==> src/rtl/mealy_seq_sched.sv <==
// -----------------------------------------------------------------------------
// mealy_seq_sched
//   Round-robin scheduler that time-shares one mealy sequence detector between
//   NREQ requesters. The winner's packed SEQ_LEN-symbol sequence is latched at
//   grant time and streamed into the detector one symbol per clock. The
//   detector's done/detect verdict, or a timeout, is returned to that requester
//   as a one-cycle response. FLUSH_CYC idle symbols then clear any partial match
//   before the next grant.
//
// Ports
//   clk         rising-edge clock
//   rst_n       asynchronous active-low reset
//   req         per-requester request level
//   req_seq     requester r at [r*SEQ_LEN*SYM_W +: SEQ_LEN*SYM_W], symbol 0 in LSBs
//   gnt         one-hot grant (registered)
//   det_inp     symbol driven to the detector (registered)
//   det_done    detector done
//   det_detect  detector detect code
//   resp_valid  one-cycle response strobe
//   resp_id     index of the responding requester
//   resp_match  1 = done seen inside the window, 0 = timeout
//   resp_code   det_detect captured with done, 0 on timeout
//   busy        high in every state except IDLE
// -----------------------------------------------------------------------------
module mealy_seq_sched #(
    parameter int NREQ      = 4,
    parameter int SYM_W     = 3,
    parameter int SEQ_LEN   = 4,
    parameter int TIMEOUT   = 8,
    parameter int FLUSH_CYC = 2,
    parameter int IDLE_SYM  = 7
) (
    input  logic                            clk,
    input  logic                            rst_n,
    input  logic [NREQ-1:0]                 req,
    input  logic [NREQ*SEQ_LEN*SYM_W-1:0]   req_seq,
    output logic [NREQ-1:0]                 gnt,
    output logic [SYM_W-1:0]                det_inp,
    input  logic                            det_done,
    input  logic [1:0]                      det_detect,
    output logic                            resp_valid,
    output logic [$clog2(NREQ)-1:0]         resp_id,
    output logic                            resp_match,
    output logic [1:0]                      resp_code,
    output logic                            busy
);

    localparam int PTR_W    = $clog2(NREQ);
    localparam int SEQ_BITS = SEQ_LEN * SYM_W;
    localparam int IDX_W    = (SEQ_LEN > 1) ? $clog2(SEQ_LEN) : 1;
    localparam int TMR_W    = (TIMEOUT > 0) ? $clog2(TIMEOUT + 1) : 1;
    localparam int FL_W     = (FLUSH_CYC > 1) ? $clog2(FLUSH_CYC) : 1;

    localparam logic [SYM_W-1:0] IDLE_S    = SYM_W'(IDLE_SYM);
    localparam logic [IDX_W-1:0] LAST_IDX  = IDX_W'(SEQ_LEN - 1);
    localparam logic [TMR_W-1:0] LAST_TMR  = TMR_W'(TIMEOUT - 1);
    localparam logic [FL_W-1:0]  LAST_FL   = FL_W'(FLUSH_CYC - 1);

    typedef enum logic [2:0] {
        ST_IDLE  = 3'd0,
        ST_FEED  = 3'd1,
        ST_WAIT  = 3'd2,
        ST_RESP  = 3'd3,
        ST_FLUSH = 3'd4
    } state_t;

    state_t               state_r;
    logic [PTR_W-1:0]     ptr_r;
    logic [IDX_W-1:0]     feed_idx_r;
    logic [TMR_W-1:0]     timer_r;
    logic [FL_W-1:0]      flush_r;
    // Remaining symbols of the latched sequence; next symbol always in the LSBs.
    logic [SEQ_BITS-1:0]  seq_r;

    logic                 win_found_s;
    logic [PTR_W-1:0]     win_idx_s;
    logic [PTR_W-1:0]     cand_s;
    logic [NREQ-1:0]      win_onehot_s;
    logic [SEQ_BITS-1:0]  win_seq_s;

    // Round-robin search: first requesting index strictly after ptr_r, wrapping,
    // so the last winner is considered last.
    always_comb begin
        win_found_s = 1'b0;
        win_idx_s   = '0;
        cand_s      = '0;
        for (int i = 1; i <= NREQ; i++) begin
            cand_s = PTR_W'((int'(ptr_r) + i) % NREQ);
            if (!win_found_s && req[cand_s]) begin
                win_found_s = 1'b1;
                win_idx_s   = cand_s;
            end else begin
                win_idx_s   = win_idx_s;
            end
        end
    end

    // Decode the winner into a one-hot grant and select its packed sequence.
    always_comb begin
        win_onehot_s = '0;
        win_seq_s    = '0;
        for (int r = 0; r < NREQ; r++) begin
            if (win_idx_s == PTR_W'(r)) begin
                win_onehot_s[r] = 1'b1;
                win_seq_s       = req_seq[r*SEQ_BITS +: SEQ_BITS];
            end else begin
                win_onehot_s[r] = 1'b0;
            end
        end
    end

    // Scheduler FSM with all outputs registered.
    always_ff @(posedge clk or negedge rst_n) begin
        if (!rst_n) begin
            state_r    <= ST_IDLE;
            ptr_r      <= PTR_W'(NREQ - 1);
            feed_idx_r <= '0;
            timer_r    <= '0;
            flush_r    <= '0;
            seq_r      <= '0;
            gnt        <= '0;
            det_inp    <= IDLE_S;
            resp_valid <= 1'b0;
            resp_id    <= '0;
            resp_match <= 1'b0;
            resp_code  <= 2'd0;
            busy       <= 1'b0;
        end else begin
            case (state_r)
                ST_IDLE: begin
                    det_inp <= IDLE_S;
                    if (win_found_s) begin
                        gnt        <= win_onehot_s;
                        det_inp    <= win_seq_s[SYM_W-1:0];
                        seq_r      <= win_seq_s >> SYM_W;
                        ptr_r      <= win_idx_s;
                        feed_idx_r <= '0;
                        busy       <= 1'b1;
                        state_r    <= ST_FEED;
                    end else begin
                        gnt        <= '0;
                        busy       <= 1'b0;
                    end
                end

                ST_FEED: begin
                    if (feed_idx_r == LAST_IDX) begin
                        // Last symbol is on det_inp: this is the first cycle of
                        // the done window.
                        det_inp <= IDLE_S;
                        timer_r <= '0;
                        if (det_done) begin
                            resp_valid <= 1'b1;
                            resp_id    <= ptr_r;
                            resp_match <= 1'b1;
                            resp_code  <= det_detect;
                            state_r    <= ST_RESP;
                        end else if (TIMEOUT == 0) begin
                            resp_valid <= 1'b1;
                            resp_id    <= ptr_r;
                            resp_match <= 1'b0;
                            resp_code  <= 2'd0;
                            state_r    <= ST_RESP;
                        end else begin
                            state_r    <= ST_WAIT;
                        end
                    end else begin
                        det_inp    <= seq_r[SYM_W-1:0];
                        seq_r      <= seq_r >> SYM_W;
                        feed_idx_r <= feed_idx_r + IDX_W'(1);
                    end
                end

                ST_WAIT: begin
                    det_inp <= IDLE_S;
                    // Done is tested before expiry so a done on the final
                    // window cycle still counts as a match.
                    if (det_done) begin
                        resp_valid <= 1'b1;
                        resp_id    <= ptr_r;
                        resp_match <= 1'b1;
                        resp_code  <= det_detect;
                        state_r    <= ST_RESP;
                    end else if (timer_r == LAST_TMR) begin
                        resp_valid <= 1'b1;
                        resp_id    <= ptr_r;
                        resp_match <= 1'b0;
                        resp_code  <= 2'd0;
                        state_r    <= ST_RESP;
                    end else begin
                        timer_r    <= timer_r + TMR_W'(1);
                    end
                end

                ST_RESP: begin
                    det_inp    <= IDLE_S;
                    resp_valid <= 1'b0;
                    resp_id    <= '0;
                    resp_match <= 1'b0;
                    resp_code  <= 2'd0;
                    gnt        <= '0;
                    flush_r    <= '0;
                    state_r    <= ST_FLUSH;
                end

                ST_FLUSH: begin
                    det_inp <= IDLE_S;
                    gnt     <= '0;
                    if (flush_r == LAST_FL) begin
                        busy    <= 1'b0;
                        state_r <= ST_IDLE;
                    end else begin
                        flush_r <= flush_r + FL_W'(1);
                    end
                end

                default: begin
                    state_r    <= ST_IDLE;
                    gnt        <= '0;
                    det_inp    <= IDLE_S;
                    resp_valid <= 1'b0;
                    resp_id    <= '0;
                    resp_match <= 1'b0;
                    resp_code  <= 2'd0;
                    busy       <= 1'b0;
                end
            endcase
        end
    end

endmodule

==> config.mk <==
export PLATFORM = sky130hd
export DESIGN_NAME = mealy_seq_sched
export DESIGN_NICKNAME = d
export VERILOG_FILES = /design/src/rtl/mealy_seq_sched.sv
export SDC_FILE = /design/constraint.sdc
export NUM_CORES = 1
export LEC_CHECK = 0
export CAP_MARGIN = 20
export CORE_MARGIN = 8
export CORE_UTILIZATION = 25
export CTS_CLUSTER_DIAMETER = 100
export CTS_CLUSTER_SIZE = 24
export DETAILED_ROUTE_END_ITERATION = 16
export HOLD_SLACK_MARGIN = 0.03
export PLACE_DENSITY = 0.5
export SLEW_MARGIN = 30
export SYNTH_ARGS = -nofsm -noshare
export SYNTH_HDL_FRONTEND = slang
export SYNTH_SLANG_ARGS = --single-unit
==> constraint.sdc <==
create_clock -name clk -period 1.9 [get_ports clk]
set_input_delay 0.19 -clock clk [delete_from_list [all_inputs] [get_ports clk]]
set_output_delay 0.19 -clock clk [all_outputs]
set_load 0.02 [all_outputs]
==> impl_metrics.py <==
metrics = {
    "yosys": {
        "synth_fp_nets": 303,
        "synth_area_sq_um": 2160,
        "yosysWarnings": 0,
        "synthDistinctLibCells": 48,
        "syn_area_per_cell_sq_um": 8.85,
        "ys_seq_area_share_pct": 40.8,
        "synthCells": 244,
        "ys_ff_latch": 35,
        "ys.flop_type": "dfrtp_1",
        "async_reset_ff_share_pct": 100,
        "synth_edf_count": 0,
    },
    "clocking": {
        "htreeDepth": 2,
        "path_clk_slew_ns": 0.08,
        "clockBufferDepth": 2,
        "cts_buffers": 5,
        "clk_latency_ns": 0.29,
        "cts.sinks": 35,
        "postCtsHoldBufs": 0,
        "cts_root_buf": "clkbuf_8",
        "post_cts_resized": 0,
        "cts_tree": "built",
        "post_cts_buffers": 0,
    },
    "timing": {
        "tightest_slew_ns": 0.465,
        "finalHoldViolCount": 0,
        "holdWs_ns": 0.312,
        "fin_crit_sh_pct": 92.8,
        "slew_headroom_pct": 69.0,
        "period_needed_ns": 1.76,
        "rsz0062_at_grt": "false",
        "setup_slack_ns": 0.137,
        "timing.final.max_slew_violations": 0,
        "fin_skew_ns": 0.0104,
        "setup_viol": 0,
        "fmax_mhz": 567,
    },
    "grt": {
        "grt.total_usage_pct": 12.4,
        "grt_max_degree": 36,
        "grt_pass1_vias": 2366,
        "grt.overflow.total": 0,
        "antenna_found_initial": 0,
        "grt_pass1_wl_um": 11600,
    },
    "floorplanning": {
        "dieArea_sq_um": 11900,
        "die_h_um": 109,
        "fp.dieW_um": 109,
        "start_util_pct": 25.3,
        "rows": 34,
        "core_sq_um": 8550,
        "ios": 71,
    },
    "route": {
        "routed_wl_um": 7060,
        "dr.pass1.iters": 4,
        "avgViaCountPerCell": 4.86,
        "ant_nets": 0,
        "drt_iter0_drc": 90,
        "post_drt_wl_per_cell_um": 15.8,
        "drc": 0,
        "vias": 2173,
    },
    "placed_design": {
        "gp_congestion": 0.808,
        "io_buffers": 70,
        "place_ws_ns": -0.188,
        "place_hpwl_um": 5550,
    },
    "cells_and_area": {
        "drive_gt1_share_pct": 17.7,
        "areaGrowthSynthToFinish_pct": 51.3,
        "final_common_cell": "clkdlybuf4s50_1",
        "n_antenna_cell": 0,
        "final_nets": 397,
        "final_cell_mix": "70 x clkdlybuf4s50_1, 32 x buf_4, 30 x dfrtp_1",
        "utilization_pct": 38.2,
    },
    "status": {
        "outcome": "complete, no violations",
    },
    "critical_path": {
        "crit_type": "input pin to register",
        "critical_path_arrival_ns": 1.98,
        "worstSetupEndpointType": "register",
        "cp-start-kind": "input pin",
        "required_ns": 2.12,
        "critical_path_peak_fanout": 10,
    },
    "job": {
        "max-cap-violations": 0,
    },
    "power_and_ir_drop": {
        "ir_drop_uv": 443,
        "power_density_nw_per_um2": 1440,
        "p_leak_nw": 1.40,
    },
    "min_path": {
        "hp-class": "input pin to asynchronous set/reset pin",
    },
}
## worst max-delay path: stages
cell             delay [ns]
clkdlybuf4s50_1        0.52
or4_4                  0.49
and3_4                 0.24
nor2_2                 0.13
buf_4                  0.17
a21oi_1                0.08
a22oi_1                0.15
## final timing paths
kind	start	endpoint	slack, ns	depth (start not counted)
min in group clk	det_detect[1]	resp_code[1]	0.45	3
worst min register to register	timer_r[3]	timer_r[3]	0.47	1
worst max register to register	state_r[1]	seq_r[7]	0.15	6
max in group asynchronous	rst_n	det_inp[2]	1.23	2
worst min-delay path	rst_n	resp_code[0]	0.31	2
worst max-delay path	req[2]	seq_r[7]	0.14	7
## stage by stage
| step | power (mW) | instances | TNS (ns) | instance area, sq um |
|---|---|---|---|---|
| after floorplan | 3.03 | 244 | 0 | 2160 |
| after global placement | 4.11 | 439 | -1.56 | 3170 |
| after detailed placement | 4.15 | 439 | -1.68 | 3170 |
| after CTS | 4.74 | 447 | 0 | 3270 |
| after global routing | 5.09 | 447 | 0 | 3270 |
| final | 4.69 | 447 | 0 | 3270 |
## cells in the mapped netlist, drive strengths merged (6+ instances only)
library cell | instances | share of area [%]
buf | 11 | 3.0
o21ai | 26 | 6.0
dfrtp | 30 | 35
mux2i | 8 | 3.7
o22ai | 10 | 2.9
inv | 13 | 2.3
nor2 | 20 | 3.9
a21oi | 14 | 3.2
a21o | 6 | 2.1
nand3 | 6 | 1.4
nand2 | 27 | 4.7
o221ai | 8 | 3.2
## area by class of cell
cell class,count,area [sq um]
clock buffers,5,68.8
clock inverters,3,23.8
fillers,889,5280
inverters,13,48.8
multi-input cells,180,1150
flip-flops and latches,35,882
well taps,108,135
repair buffers,103,961
## power by group
| group | switching (mW) | internal [mW] | total [mW] |
|---|---|---|---|
| logic | 1.39 | 1.36 | 2.76 |
| clock network | 0.313 | 0.262 | 0.575 |
| registers | 0.270 | 1.09 | 1.36 |
## cell families after synthesis
family | share of synthesized area [%]
AO/OA/AOI/OAI | 29.5
adder cells (fa/ha/maj) | 1.16
buffers and inverters | 6.08
flip-flops | 40.8
multiplexers | 5.27
AND/OR/NAND/NOR | 17.1
## layer usage
| metal | GRT usage [%] | up-vias | share of wire [%] |
|---|---|---|---|
| li1 | - | 1092 | - |
| met1 | 15.9 | 1009 | 47 |
| met2 | 19.6 | 62 | 45 |
| met3 | 3.72 | 10 | 6.8 |
| met4 | 3.52 | 0 | 1.3 |
| met5 | 0 | - | 0 |
## state kept, by name (all words and copies together) (netlist names)
signal	cells
busy	1
det_inp	3
feed_idx_r	2
flush_r	1
gnt	4
ptr_r	2
resp_code	2
resp_id	2
resp_match	1
resp_valid	1
seq_r	9
state_r	3
timer_r	4
No activity file was read; power rests on OpenSTA's default activity.
